--- src/rtl/alu_pkg.sv ---
// Shared ALU constants: opcode map and the status-flag bit ordering.
// Latency: n/a (package only).
// Backpressure: n/a (package only).
package alu_pkg;

    // RPN ALU operation selector codes. Only ADD and SUB touch the carry,
    // borrow and overflow flags; everything else is a logic/shift op.
    localparam int unsigned OP_ADD = 0;
    localparam int unsigned OP_SUB = 1;
    localparam int unsigned OP_AND = 2;
    localparam int unsigned OP_OR  = 3;
    localparam int unsigned OP_XOR = 4;
    localparam int unsigned OP_NOT = 5;
    localparam int unsigned OP_SHL = 6;
    localparam int unsigned OP_SHR = 7;

    // Flag vector ordering seen by the display logic: {C, B, Z, N, V}.
    localparam int unsigned FLAG_W = 5;
    localparam int unsigned FLAG_C = 4;
    localparam int unsigned FLAG_B = 3;
    localparam int unsigned FLAG_Z = 2;
    localparam int unsigned FLAG_N = 1;
    localparam int unsigned FLAG_V = 0;

    // Packed so that bit positions match the FLAG_* indices above.
    typedef struct packed {
        logic c;
        logic b;
        logic z;
        logic n;
        logic v;
    } flags_t;

    // An "event" is any arithmetic exception: carry, borrow or overflow.
    function automatic logic flags_evt(input flags_t f);
        return f.c | f.b | f.v;
    endfunction

endpackage

--- src/rtl/alu_flag_reg_if.sv ---
// Bundle between the ALU datapath (master) and the flag register (slave).
// Latency: n/a (wires only).
// Backpressure: none; the flag unit accepts every op_valid cycle.
//
// master drives: op_valid, sel, a_msb, b_msb, result, cout, bout, flag_clr
// slave drives : flag_valid, carry, borrow, zero, neg, ovf, sticky_err, evt_count
interface alu_flag_reg_if #(
    parameter int WIDTH = 8,
    parameter int SEL_W = 3,
    parameter int CNT_W = 4
) ();
    logic             op_valid;
    logic [SEL_W-1:0] sel;
    logic             a_msb;
    logic             b_msb;
    logic [WIDTH-1:0] result;
    logic             cout;
    logic             bout;
    logic             flag_clr;

    logic             flag_valid;
    logic             carry;
    logic             borrow;
    logic             zero;
    logic             neg;
    logic             ovf;
    logic             sticky_err;
    logic [CNT_W-1:0] evt_count;

    modport master (
        output op_valid, sel, a_msb, b_msb, result, cout, bout, flag_clr,
        input  flag_valid, carry, borrow, zero, neg, ovf, sticky_err, evt_count
    );

    modport slave (
        input  op_valid, sel, a_msb, b_msb, result, cout, bout, flag_clr,
        output flag_valid, carry, borrow, zero, neg, ovf, sticky_err, evt_count
    );
endinterface

--- src/rtl/alu_flag_calc.sv ---
// Next-flag terms {C,B,Z,N,V} and event bit from one ALU result.
// Latency: purely combinational, zero cycles.
// Backpressure: none.
//
// Ports: sel/a_msb/b_msb/result/cout/bout in; flags (flags_t) and evt out.
module alu_flag_calc
    import alu_pkg::*;
#(
    parameter int          WIDTH  = 8,
    parameter int          SEL_W  = 3,
    parameter int unsigned OP_ADD = alu_pkg::OP_ADD,
    parameter int unsigned OP_SUB = alu_pkg::OP_SUB
) (
    input  logic [SEL_W-1:0] sel,
    input  logic             a_msb,
    input  logic             b_msb,
    input  logic [WIDTH-1:0] result,
    input  logic             cout,
    input  logic             bout,
    output flags_t           flags,
    output logic             evt
);
    localparam logic [SEL_W-1:0] SEL_ADD = SEL_W'(OP_ADD);
    localparam logic [SEL_W-1:0] SEL_SUB = SEL_W'(OP_SUB);

    logic r_msb;
    assign r_msb = result[WIDTH-1];

    always_comb begin
        flags   = '0;
        flags.z = (result == '0);
        flags.n = r_msb;
        if (sel == SEL_ADD) begin
            flags.c = cout;
            // Like-signed operands producing an opposite-signed sum.
            flags.v = (a_msb == b_msb) && (r_msb != a_msb);
        end else if (sel == SEL_SUB) begin
            flags.b = bout;
            // Unlike-signed operands where the difference takes B's sign.
            flags.v = (a_msb != b_msb) && (r_msb != a_msb);
        end
    end

    assign evt = flags_evt(flags);

endmodule

--- src/rtl/alu_flag_reg.sv ---
// Registered ALU status flags plus sticky error and saturating event counter.
// Latency: one cycle; an op accepted at edge k is visible right after edge k.
// Backpressure: none; every op_valid cycle is accepted, idle cycles hold state.
//
// Ports: clk, rst (sync, active-high); bus (alu_flag_reg_if.slave) carries the
// sampled ALU op inputs, flag_clr, and all registered flag/counter outputs.
module alu_flag_reg
    import alu_pkg::*;
#(
    parameter int          WIDTH  = 8,
    parameter int          SEL_W  = 3,
    parameter int unsigned OP_ADD = alu_pkg::OP_ADD,
    parameter int unsigned OP_SUB = alu_pkg::OP_SUB,
    parameter int          CNT_W  = 4
) (
    input  logic            clk,
    input  logic            rst,
    alu_flag_reg_if.slave   bus
);
    localparam logic [CNT_W-1:0] CNT_MAX = '1;
    localparam logic [CNT_W-1:0] CNT_ONE = CNT_W'(1);

    flags_t           nxt_flags;
    logic             nxt_evt;

    flags_t           flags_q;
    logic             valid_q;
    logic             sticky_q;
    logic [CNT_W-1:0] cnt_q;

    alu_flag_calc #(
        .WIDTH  (WIDTH),
        .SEL_W  (SEL_W),
        .OP_ADD (OP_ADD),
        .OP_SUB (OP_SUB)
    ) u_calc (
        .sel    (bus.sel),
        .a_msb  (bus.a_msb),
        .b_msb  (bus.b_msb),
        .result (bus.result),
        .cout   (bus.cout),
        .bout   (bus.bout),
        .flags  (nxt_flags),
        .evt    (nxt_evt)
    );

    // Priority: rst > op_valid (with or without flag_clr) > flag_clr alone.
    // All op-side inputs are only looked at under op_valid, so junk on them
    // during idle cycles never reaches the registers.
    always_ff @(posedge clk) begin
        if (rst) begin
            flags_q  <= '0;
            valid_q  <= 1'b0;
            sticky_q <= 1'b0;
            cnt_q    <= '0;
        end else if (bus.op_valid) begin
            flags_q <= nxt_flags;
            valid_q <= 1'b1;
            if (bus.flag_clr) begin
                // Clear and accept together: history dropped, new op kept.
                sticky_q <= nxt_evt;
                cnt_q    <= nxt_evt ? CNT_ONE : '0;
            end else begin
                sticky_q <= sticky_q | nxt_evt;
                if (nxt_evt && (cnt_q != CNT_MAX)) begin
                    cnt_q <= cnt_q + CNT_ONE;
                end
            end
        end else if (bus.flag_clr) begin
            flags_q  <= '0;
            valid_q  <= 1'b0;
            sticky_q <= 1'b0;
            cnt_q    <= '0;
        end
    end

    assign bus.flag_valid = valid_q;
    assign bus.carry      = flags_q.c;
    assign bus.borrow     = flags_q.b;
    assign bus.zero       = flags_q.z;
    assign bus.neg        = flags_q.n;
    assign bus.ovf        = flags_q.v;
    assign bus.sticky_err = sticky_q;
    assign bus.evt_count  = cnt_q;

endmodule

--- src/flat_wrapper.sv ---
// flat-port wrapper written by rule: the top's interface ports become plain ports
module alu_flag_reg_flat import alu_pkg::*;
#(
    parameter int          WIDTH  = 8,
    parameter int          SEL_W  = 3,
    parameter int unsigned OP_ADD = alu_pkg::OP_ADD,
    parameter int unsigned OP_SUB = alu_pkg::OP_SUB,
    parameter int          CNT_W  = 4
)
  (clk, rst, bus_op_valid, bus_sel, bus_a_msb, bus_b_msb, bus_result, bus_cout, bus_bout, bus_flag_clr, bus_flag_valid, bus_carry, bus_borrow, bus_zero, bus_neg, bus_ovf, bus_sticky_err, bus_evt_count);
  alu_flag_reg_if #(.WIDTH(WIDTH), .SEL_W(SEL_W), .CNT_W(CNT_W)) bus_i ();
  input  logic clk;
  input  logic rst;
  input wire logic [$bits(bus_i.op_valid)-1:0] bus_op_valid;
  input wire logic [$bits(bus_i.sel)-1:0] bus_sel;
  input wire logic [$bits(bus_i.a_msb)-1:0] bus_a_msb;
  input wire logic [$bits(bus_i.b_msb)-1:0] bus_b_msb;
  input wire logic [$bits(bus_i.result)-1:0] bus_result;
  input wire logic [$bits(bus_i.cout)-1:0] bus_cout;
  input wire logic [$bits(bus_i.bout)-1:0] bus_bout;
  input wire logic [$bits(bus_i.flag_clr)-1:0] bus_flag_clr;
  output wire logic [$bits(bus_i.flag_valid)-1:0] bus_flag_valid;
  output wire logic [$bits(bus_i.carry)-1:0] bus_carry;
  output wire logic [$bits(bus_i.borrow)-1:0] bus_borrow;
  output wire logic [$bits(bus_i.zero)-1:0] bus_zero;
  output wire logic [$bits(bus_i.neg)-1:0] bus_neg;
  output wire logic [$bits(bus_i.ovf)-1:0] bus_ovf;
  output wire logic [$bits(bus_i.sticky_err)-1:0] bus_sticky_err;
  output wire logic [$bits(bus_i.evt_count)-1:0] bus_evt_count;
  assign bus_i.op_valid = bus_op_valid;
  assign bus_i.sel = bus_sel;
  assign bus_i.a_msb = bus_a_msb;
  assign bus_i.b_msb = bus_b_msb;
  assign bus_i.result = bus_result;
  assign bus_i.cout = bus_cout;
  assign bus_i.bout = bus_bout;
  assign bus_i.flag_clr = bus_flag_clr;
  assign bus_flag_valid = bus_i.flag_valid;
  assign bus_carry = bus_i.carry;
  assign bus_borrow = bus_i.borrow;
  assign bus_zero = bus_i.zero;
  assign bus_neg = bus_i.neg;
  assign bus_ovf = bus_i.ovf;
  assign bus_sticky_err = bus_i.sticky_err;
  assign bus_evt_count = bus_i.evt_count;
  alu_flag_reg #(.WIDTH(WIDTH), .SEL_W(SEL_W), .OP_ADD(OP_ADD), .OP_SUB(OP_SUB), .CNT_W(CNT_W)) u_core (.clk(clk), .rst(rst), .bus(bus_i));
endmodule
--- config.mk ---
export PLATFORM = sky130hd
export DESIGN_NAME = alu_flag_reg_flat
export DESIGN_NICKNAME = d
export VERILOG_FILES = /design/src/rtl/alu_pkg.sv /design/src/rtl/alu_flag_reg_if.sv /design/src/rtl/alu_flag_calc.sv /design/src/rtl/alu_flag_reg.sv /design/src/flat_wrapper.sv
export SDC_FILE = /design/constraint.sdc
export NUM_CORES = 1
export LEC_CHECK = 0
export CELL_PAD_IN_SITES_DETAIL_PLACEMENT = 0
export CELL_PAD_IN_SITES_GLOBAL_PLACEMENT = 1
export CORE_MARGIN = 1.5
export CORE_UTILIZATION = 29
export DETAILED_ROUTE_END_ITERATION = 8
export PLACE_DENSITY = 0.84
export SKIP_CTS_REPAIR_TIMING = 1
export SYNTH_ARGS = -nofsm -noshare
export SYNTH_HDL_FRONTEND = slang
export SYNTH_SLANG_ARGS = --single-unit
--- constraint.sdc ---
create_clock -name clk -period 2.71 [get_ports clk]
set_input_delay 0.813 -clock clk [delete_from_list [all_inputs] [get_ports clk]]
set_output_delay 0.813 -clock clk [all_outputs]
set_load 0.005 [all_outputs]
==> results.json <==
{
  "synth_ff_type": "dfxtp_1",
  "cap_violations": 0,
  "drv_slew": 0,
  "setup_viol": 0,
  "finalCoreUtilization_pct": 49.0,
  "post-synth-top-area-cell": "dfxtp_1",
  "synthArstFlopShare_pct": 0,
  "routed_wl_um": 1470,
  "rsz0062_at_grt": "no",
  "antenna_found_initial": 0,
  "max-slew-margin-rel_pct": 72.8,
  "worstSetupEndpointType": "flop",
  "path_clk_slew_ps": 70,
  "crit_required_ps": 2910,
  "grt_pass1_wl_um": 2370,
  "seq_area_um2": 220,
  "hpwl_um": 1150,
  "coreArea_um2": 1980,
  "setup_slack_ps": 500,
  "rrSetupSlack_ps": 1600,
  "layout_common_cells": "clkdlybuf4s50_1 (29), dfxtp_1 (11), nor2_1 (8)",
  "cts_root_buffer": "clkbuf_4",
  "synth_nets": 89,
  "portBuffers": 29,
  "htree_levels": 1,
  "synth_cells": 69,
  "use_met2_pct": 20.5,
  "cp-startpoint": "bus_sel[0]",
  "die_area_um2": 2410,
  "grt_max_degree": 12,
  "numCtsBuffers": 3,
  "critPathMaxFanout": 7,
  "period_share_pct": 81.5,
  "place_ws_ps": 225,
  "gp_congestion": 0.765,
  "layout_commonest_cell": "clkdlybuf4s50_1",
  "synth-seq-area-share_pct": 35.7,
  "final_antenna_net_count": 0,
  "met3_usage_pct": 3.99,
  "hp-class": "reg -> reg",
  "tns_ps": 0,
  "worstMarginPinSlew_ps": 406,
  "vias": 633,
  "p_leak_nw": 0.353,
  "clkLatencyLatePin_ps": 260,
  "drt-initial-drc-count": 7,
  "fin_skew_ps": 0.179,
  "nNetsFinal": 123,
  "syn-cell-area_um2": 617,
  "status": "completed",
  "fp.dieH_um": 49.1,
  "clock-sinks": 11,
  "ios": 30,
  "cp-endpoint": "u_core.bus.evt_count[1]",
  "netlist_top_cells_area": "dfxtp_1 (36%), mux2i_1 (4.9%), nor2_1 (4.9%)",
  "overflow": 0,
  "hold_viol_final": 0,
  "fillCellCount": 182,
  "avgSynthCellArea_um2": 8.94,
  "multi_input_area_um2": 370,
  "ys_warn_count": 0,
  "grt_usage_pct": 13.1,
  "ys_types": 33,
  "ys_ff_latch": 11,
  "drt_pre_antenna_iters": 4,
  "min_period_ps": 2210,
  "cts_tree": "done",
  "top_usage_layer": "met2",
  "power.total_w": 0.000345,
  "start_util_pct": 31.1,
  "clk_path_buf_depth": 2,
  "max_freq_mhz": 453,
  "n_antenna_cell": 0,
  "postPlaceCellArea_um2": 945,
  "met1_usage_pct": 15.4,
  "powerDensity_nw_per_um2": 356,
  "synth_edf_count": 0,
  "die_x_um": 49.1,
  "ir_worst_vdd_uv": 243,
  "routedWlPerCell_um": 11.4,
  "area_growth_pct": 57.4,
  "drc": 0,
  "critical_path.startpoint_type": "input port",
  "r2r-start": "u_core.bus.evt_count[0]",
  "critPathKind": "in -> reg",
  "ff2ff_path_depth": 4,
  "final_area_um2": 971,
  "synth_top_area_share_pct": 35.7,
  "r2r_end": "u_core.bus.evt_count[1]",
  "grt_pass1_vias": 559,
  "cp_data_arrival_time_ps": 2410,
  "placementRows": 16,
  "drive_gt1_share_pct": 11.8,
  "vias_per_cell": 4.91
}
-- sequential cells by signal (all words and copies together), names as in the netlist --
register,count
u_core.bus.neg,1
u_core.bus.evt_count,4
u_core.bus.ovf,1
u_core.bus.borrow,1
u_core.bus.flag_valid,1
u_core.bus.zero,1
u_core.bus.carry,1
u_core.bus.sticky_err,1
-- cell usage after synthesis (2+ instances only) --
library cell / count
nor3b_1: 4
dfxtp_1: 11
nand2_1: 4
mux2i_1: 3
inv_1: 4
nand2b_1: 3
a21oi_1: 4
nand3_1: 2
nor2_1: 8
a32oi_1: 2
nor4_1: 2
-- how the worst min path moves through the flow --
stage / start / to / depth (start not counted)
after detailed placement: u_core.bus.sticky_err / u_core.bus.sticky_err / 2
after global placement: u_core.bus.sticky_err / u_core.bus.sticky_err / 2
after CTS: u_core.bus.sticky_err / u_core.bus.sticky_err / 2
after global routing: u_core.bus.sticky_err / u_core.bus.sticky_err / 2
after floorplan: u_core.bus.sticky_err / u_core.bus.sticky_err / 2
final: u_core.bus.sticky_err / u_core.bus.sticky_err / 2
-- per-stage QoR --
| stage | std cells | hold slack [ps] |
|---|---|---|
| finish | 129 | 473 |
| global route | 129 | 521 |
| CTS | 129 | 480 |
| detailed placement | 125 | 467 |
| global placement | 125 | 456 |
| floorplan | 69 | 453 |
-- per-layer routing --
layer	wire, µm	part of all wire, %
met1	693	47
met3	117	7.9
met2	624	42
met5	0	0
met4	38	2.6
-- cell type report --
class                   instances  share of cell area (%)
clock buffers                   4                    2.71
repair buffers                 31                    31.4
flip-flops and latches         11                    22.7
inverters                       4                    1.55
well taps                      27                    3.48
multi-input cells              52                    38.1
-- critical path, cell delays in order --
cell and delay (ps):
clkdlybuf4s50_1 520, or3b_1 430, a21boi_2 250, o211a_1 210
mux2i_1 180
-- cells by family (layout without fill, tap and decap cells) --
group                    after synthesis  count (layout)  synth area share (%)
XOR/XNOR                               1               1                  1.42
flip-flops                            11              11                  35.7
AO/OA/AOI/OAI                         18              18                  24.7
adder cells (fa/ha/maj)                1               1                  2.03
buffers and inverters                  6              39                  4.26
AND/OR/NAND/NOR                       29              29                  27.0
multiplexers                           3               3                  4.87
-- where the power goes --
| group | leakage [nW] | total, W | internal [W] | switching, W |
|---|---|---|---|---|
| logic | 0.249 | 0.0000695 | 0.0000421 | 0.0000273 |
| clock network | 0.0150 | 0.000109 | 0.0000569 | 0.0000523 |
| registers | 0.0893 | 0.000167 | 0.000165 | 0.00000194 |
(Power assumes the default switching activity.)
==> variant 1 (same settings) <==
`WIDTH` is set to 8 in 4 places; all go to 10.
--- a/src/rtl/alu_flag_reg_if.sv
+++ b/src/rtl/alu_flag_reg_if.sv
@@ -7,3 +7,3 @@
 interface alu_flag_reg_if #(
-    parameter int WIDTH = 8,
+    parameter int WIDTH = 10,
     parameter int SEL_W = 3,
--- a/src/rtl/alu_flag_calc.sv
+++ b/src/rtl/alu_flag_calc.sv
@@ -8,3 +8,3 @@
 #(
-    parameter int          WIDTH  = 8,
+    parameter int          WIDTH  = 10,
     parameter int          SEL_W  = 3,
--- a/src/rtl/alu_flag_reg.sv
+++ b/src/rtl/alu_flag_reg.sv
@@ -9,3 +9,3 @@
 #(
-    parameter int          WIDTH  = 8,
+    parameter int          WIDTH  = 10,
     parameter int          SEL_W  = 3,
--- a/src/flat_wrapper.sv
+++ b/src/flat_wrapper.sv
@@ -3,3 +3,3 @@
 #(
-    parameter int          WIDTH  = 8,
+    parameter int          WIDTH  = 10,
     parameter int          SEL_W  = 3,
Interface: changed (resized bus_result); port bits go from 30 to 32. The function was not compared with the original's and may differ.
==> variant 1 against the unedited design <==
  * Final area up 2.2%
  * Sequential cell count did not move
  * Area after synthesis grew 0.20%
  * Power rose by 0.80%
  * Maximum frequency decreased by 1.3%
  * Hold slack hardly changed
  * Critical path depth did not move
  * Setup slack worse by 28 ps
  * Sequential share of layout area down 0.49 points
  * First-iteration DRC count decreased by 57%
  * Clock skew barely moved
  * Routed wire length up 5.6%
==> variant 1: results (changes against the unedited design) <==
[synthesis]
synthMuxAreaShare_pct = 4.858  ; was 4.868%
syn_nets = 90  ; was 89
synth_compound_area_share_pct = 25.10  ; was 24.75%
synthAdderAreaFrac_pct = 2.024  ; was 2.028%
synth_area_leaders = dfxtp_1 (36%), mux2i_1 (4.9%), nor2_1 (4.9%), a32oi_1 (4.3%), nor3b_1 (3.6%)  ; was dfxtp_1 (36%), mux2i_1 (4.9%), nor2_1 (4.9%), nor3b_1 (4.9%), a21oi_1 (3.2%)
ys_top_cells_by_count = dfxtp_1 (11), nor2_1 (8), a21oi_1 (4), inv_1 (4), nand2_1 (4)  ; was dfxtp_1 (11), nor2_1 (8)
synthXorXnorAreaFrac_pct = 1.417  ; was 1.420%

[global_route]
grt-busiest-layer = met2  ; unchanged
use_met2_pct = 22.52  ; was 20.50%
gr-usage-met1_pct = 14.80  ; was 15.38%
grt_pass1_wl_mm = 2.504  ; was 2.373 mm
grt_util_all_layers_pct = 13.04  ; was 13.12%
grt_pass1_vias = 604  ; was 559

[power]
p_leak_nw = 0.3592  ; was 0.3532 nW
peakVddDrop_mv = 0.2054  ; was 0.2433 mV

[sta]
fin_skew_ps = 0.1133  ; was 0.1788 ps

[finish]
nFillCells = 184  ; was 182
drive_gt1_share_pct = 10.68  ; was 11.76%
nets = 126  ; was 123

[setup_path]
cp.arrival_ps = 2430  ; was 2410 ps
path_max_fanout = 8  ; was 7

[clock_network]
clock_path_buffers = 2  ; unchanged

[routing]
postRouteWirelength_mm = 1.557  ; was 1.474 mm
drt_iter0_markers = 3  ; was 7
vias_per_cell = 4.992  ; was 4.907

[run_status]
status = complete, no violations  ; unchanged

[placed_design]
dp_hpwl_mm = 1.243  ; was 1.152 mm
gp_congestion = 0.7983  ; was 0.7652

## variant 1: logic make-up after synthesis
family                   Yosys count
multiplexers                       3
buffers and inverters              5
flip-flops                        11
AND/OR/NAND/NOR                   29
AO/OA/AOI/OAI                     18
adder cells (fa/ha/maj)            1
XOR/XNOR                           1
## variant 1: final cells by class
cell class	count	share of cell area, %
multi-input combinational	52	38.21
timing repair buffer	32	32.03
sequential	11	22.19
tap	27	3.405
clock buffer	4	2.648
inverter	4	1.513
## variant 1: through the flow
step,total power (W),cell area (um^2),util (%),instances,worst slack (ps)
2_1_floorplan,0.0001961,618.1,-,68,857.1
3_3_place_gp,0.0002426,965.9,48.74,126,259.7
3_5_place_dp,0.0002437,965.9,48.74,126,220.0
4_1_cts,0.0003545,992.2,50.06,130,496.3
5_1_grt,0.0003665,992.2,50.06,130,391.6
6_report,0.0003483,992.2,50.06,130,471.9
## variant 1: layer usage
| metal | routed length [um] | part of all wire, % |
|---|---|---|
| met5 | 0 | 0 |
| met4 | 4 | 0.26 |
| met3 | 113 | 7.3 |
| met2 | 769 | 49 |
| met1 | 670 | 43 |
## variant 1: worst paths after layout
check                          startpoint                       to  slack [ps]
setup / recovery            bus_result[9]  u_core.bus.evt_count[1]         470
setup reg to reg  u_core.bus.evt_count[0]  u_core.bus.evt_count[1]        1590
hold / removal      u_core.bus.sticky_err    u_core.bus.sticky_err         470
hold reg to reg     u_core.bus.sticky_err    u_core.bus.sticky_err         470
## variant 1: critical path: stages
cell             delay (ps)
clkdlybuf4s50_1         540
or3b_1                  420
a21boi_2                260
o211a_1                 220
mux2i_1                 180
## variant 1: report_power, final
part,leakage (nW),internal (W),switching (W),total (W)
Combinational,0.255,0.0000447,0.0000285,0.0000732
Sequential,0.0893,0.000165,0.00000194,0.000167
Clock,0.0150,0.0000569,0.0000513,0.000108
Total,0.359,0.000266,0.0000818,0.000348
==> variant 2 (config.mk and constraints unchanged) <==
Without the edit above. Put a register stage on the output `bus.ovf`, without a reset. The value now appears one clock later.
--- a/src/rtl/alu_flag_reg.sv
+++ b/src/rtl/alu_flag_reg.sv
@@ -81,3 +81,5 @@
     assign bus.neg        = flags_q.n;
-    assign bus.ovf        = flags_q.v;
+    always_ff @(posedge clk) begin
+        bus.ovf <= flags_q.v;
+    end
     assign bus.sticky_err = sticky_q;
Function: changed (a bounded check fails within 4 cycles, from zero or initial values and one cycle with rst high).
==> variant 2 against the unedited design <==
  * Area after synthesis up 4.7%
  * Routed wire length up 14%
  * Hold slack worse by 110 ps
  * Power up 4.7%
  * Final area up 0.90%
  * Register-to-register slack worse by 240 ps
  * Sequential cell count up 1
  * Clock power about the same
  * Setup slack better by 29 ps
  * Count of clock-buffer cells in the layout down 1
  * Critical path type unchanged
==> variant 2: results (changes against the unedited design) <==
[routing]
route.met3.wl_um = 123  ; was 117 um
dr_wl_met2_um = 833  ; was 624 um
routedWlPerCell_um = 12.97  ; was 11.43 um
wl_met1_um = 729  ; was 693 um

[run_status]
status = complete, no violations  ; unchanged

[global_route]
grt.met3_usage_pct = 6.250  ; was 3.988%
grt_pass1_wl_mm = 2.884  ; was 2.373 mm
gr-usage-met1_pct = 17.50  ; was 15.38%
grt_max_degree = 13  ; was 12
grt_pass1_vias = 679  ; was 559

[synthesis]
syn_avg_cell_area_um2 = 8.844  ; was 8.940 um^2
ys_top_cells_by_count = dfxtp_1 (12), nor2_1 (8), a21oi_1 (6)  ; was dfxtp_1 (11), nor2_1 (8)
synth_cell_types = 32  ; was 33
syn_nets = 93  ; was 89
synth_area_leaders = dfxtp_1 (37%), a21oi_1 (4.7%), nor2_1 (4.7%), nor3b_1 (4.7%), nand3b_1 (3.5%)  ; was dfxtp_1 (36%), mux2i_1 (4.9%), nor2_1 (4.9%), nor3b_1 (4.9%), a21oi_1 (3.2%)

[sta]
tightestPinTransition_ps = 442.7  ; was 406.5 ps
whs_ps = 368.2  ; was 473.5 ps

[placed_design]
postPlaceCellArea_um2 = 957.2  ; was 944.7 um^2
dp_hpwl_mm = 1.329  ; was 1.152 mm
pre_cts_ws_ps = 245.9  ; was 224.8 ps
gp_congestion = 0.8521  ; was 0.7652

[setup_path]
crit_end = u_core.bus.evt_count[2]  ; was u_core.bus.evt_count[1]
cp.arrival_ps = 2340  ; was 2410 ps
rr_worst_depth = 6  ; was 4
max_stage_delay_ps = 560  ; was 520 ps

[power]
peakVddDrop_mv = 0.2672  ; was 0.2433 mV

[finish]
drive_gt1_share_pct = 9.709  ; was 11.76%
nets = 125  ; was 123

[hold_path]
worst_hold_path.endpoint = u_core.bus.ovf  ; was u_core.bus.sticky_err

-- variant 2: changes by cell type after synthesis, sizes merged, moves of 2 or more --
cell and change:
a21oi +2, mux2i -3, nand2 +2, nand3b +2, nand4 +3, nor4b +2
-- variant 2: report_power, final --
part           switching [W]  internal (W)  total (W)
Combinational      0.0000299     0.0000410  0.0000709
Sequential        0.00000212      0.000180   0.000182
Clock              0.0000575     0.0000514   0.000109
Total              0.0000895      0.000272   0.000362
-- variant 2: area by class of cell --
| class | count | area, um^2 |
|---|---|---|
| multi-input cells | 55 | 374.1 |
| clock buffers | 3 | 22.52 |
| well taps | 27 | 33.78 |
| repair buffers | 30 | 297.8 |
| fillers | 210 | 1042 |
| flip-flops and latches | 12 | 240.2 |
| inverters | 3 | 11.26 |
-- variant 2: logic make-up after synthesis --
group	count (synthesis)	synth area share [%]
flip-flops	12	37.21
XOR/XNOR	1	1.357
buffers and inverters	6	4.843
AO/OA/AOI/OAI	17	18.80
adder cells (fa/ha/maj)	1	1.938
AND/OR/NAND/NOR	36	35.85
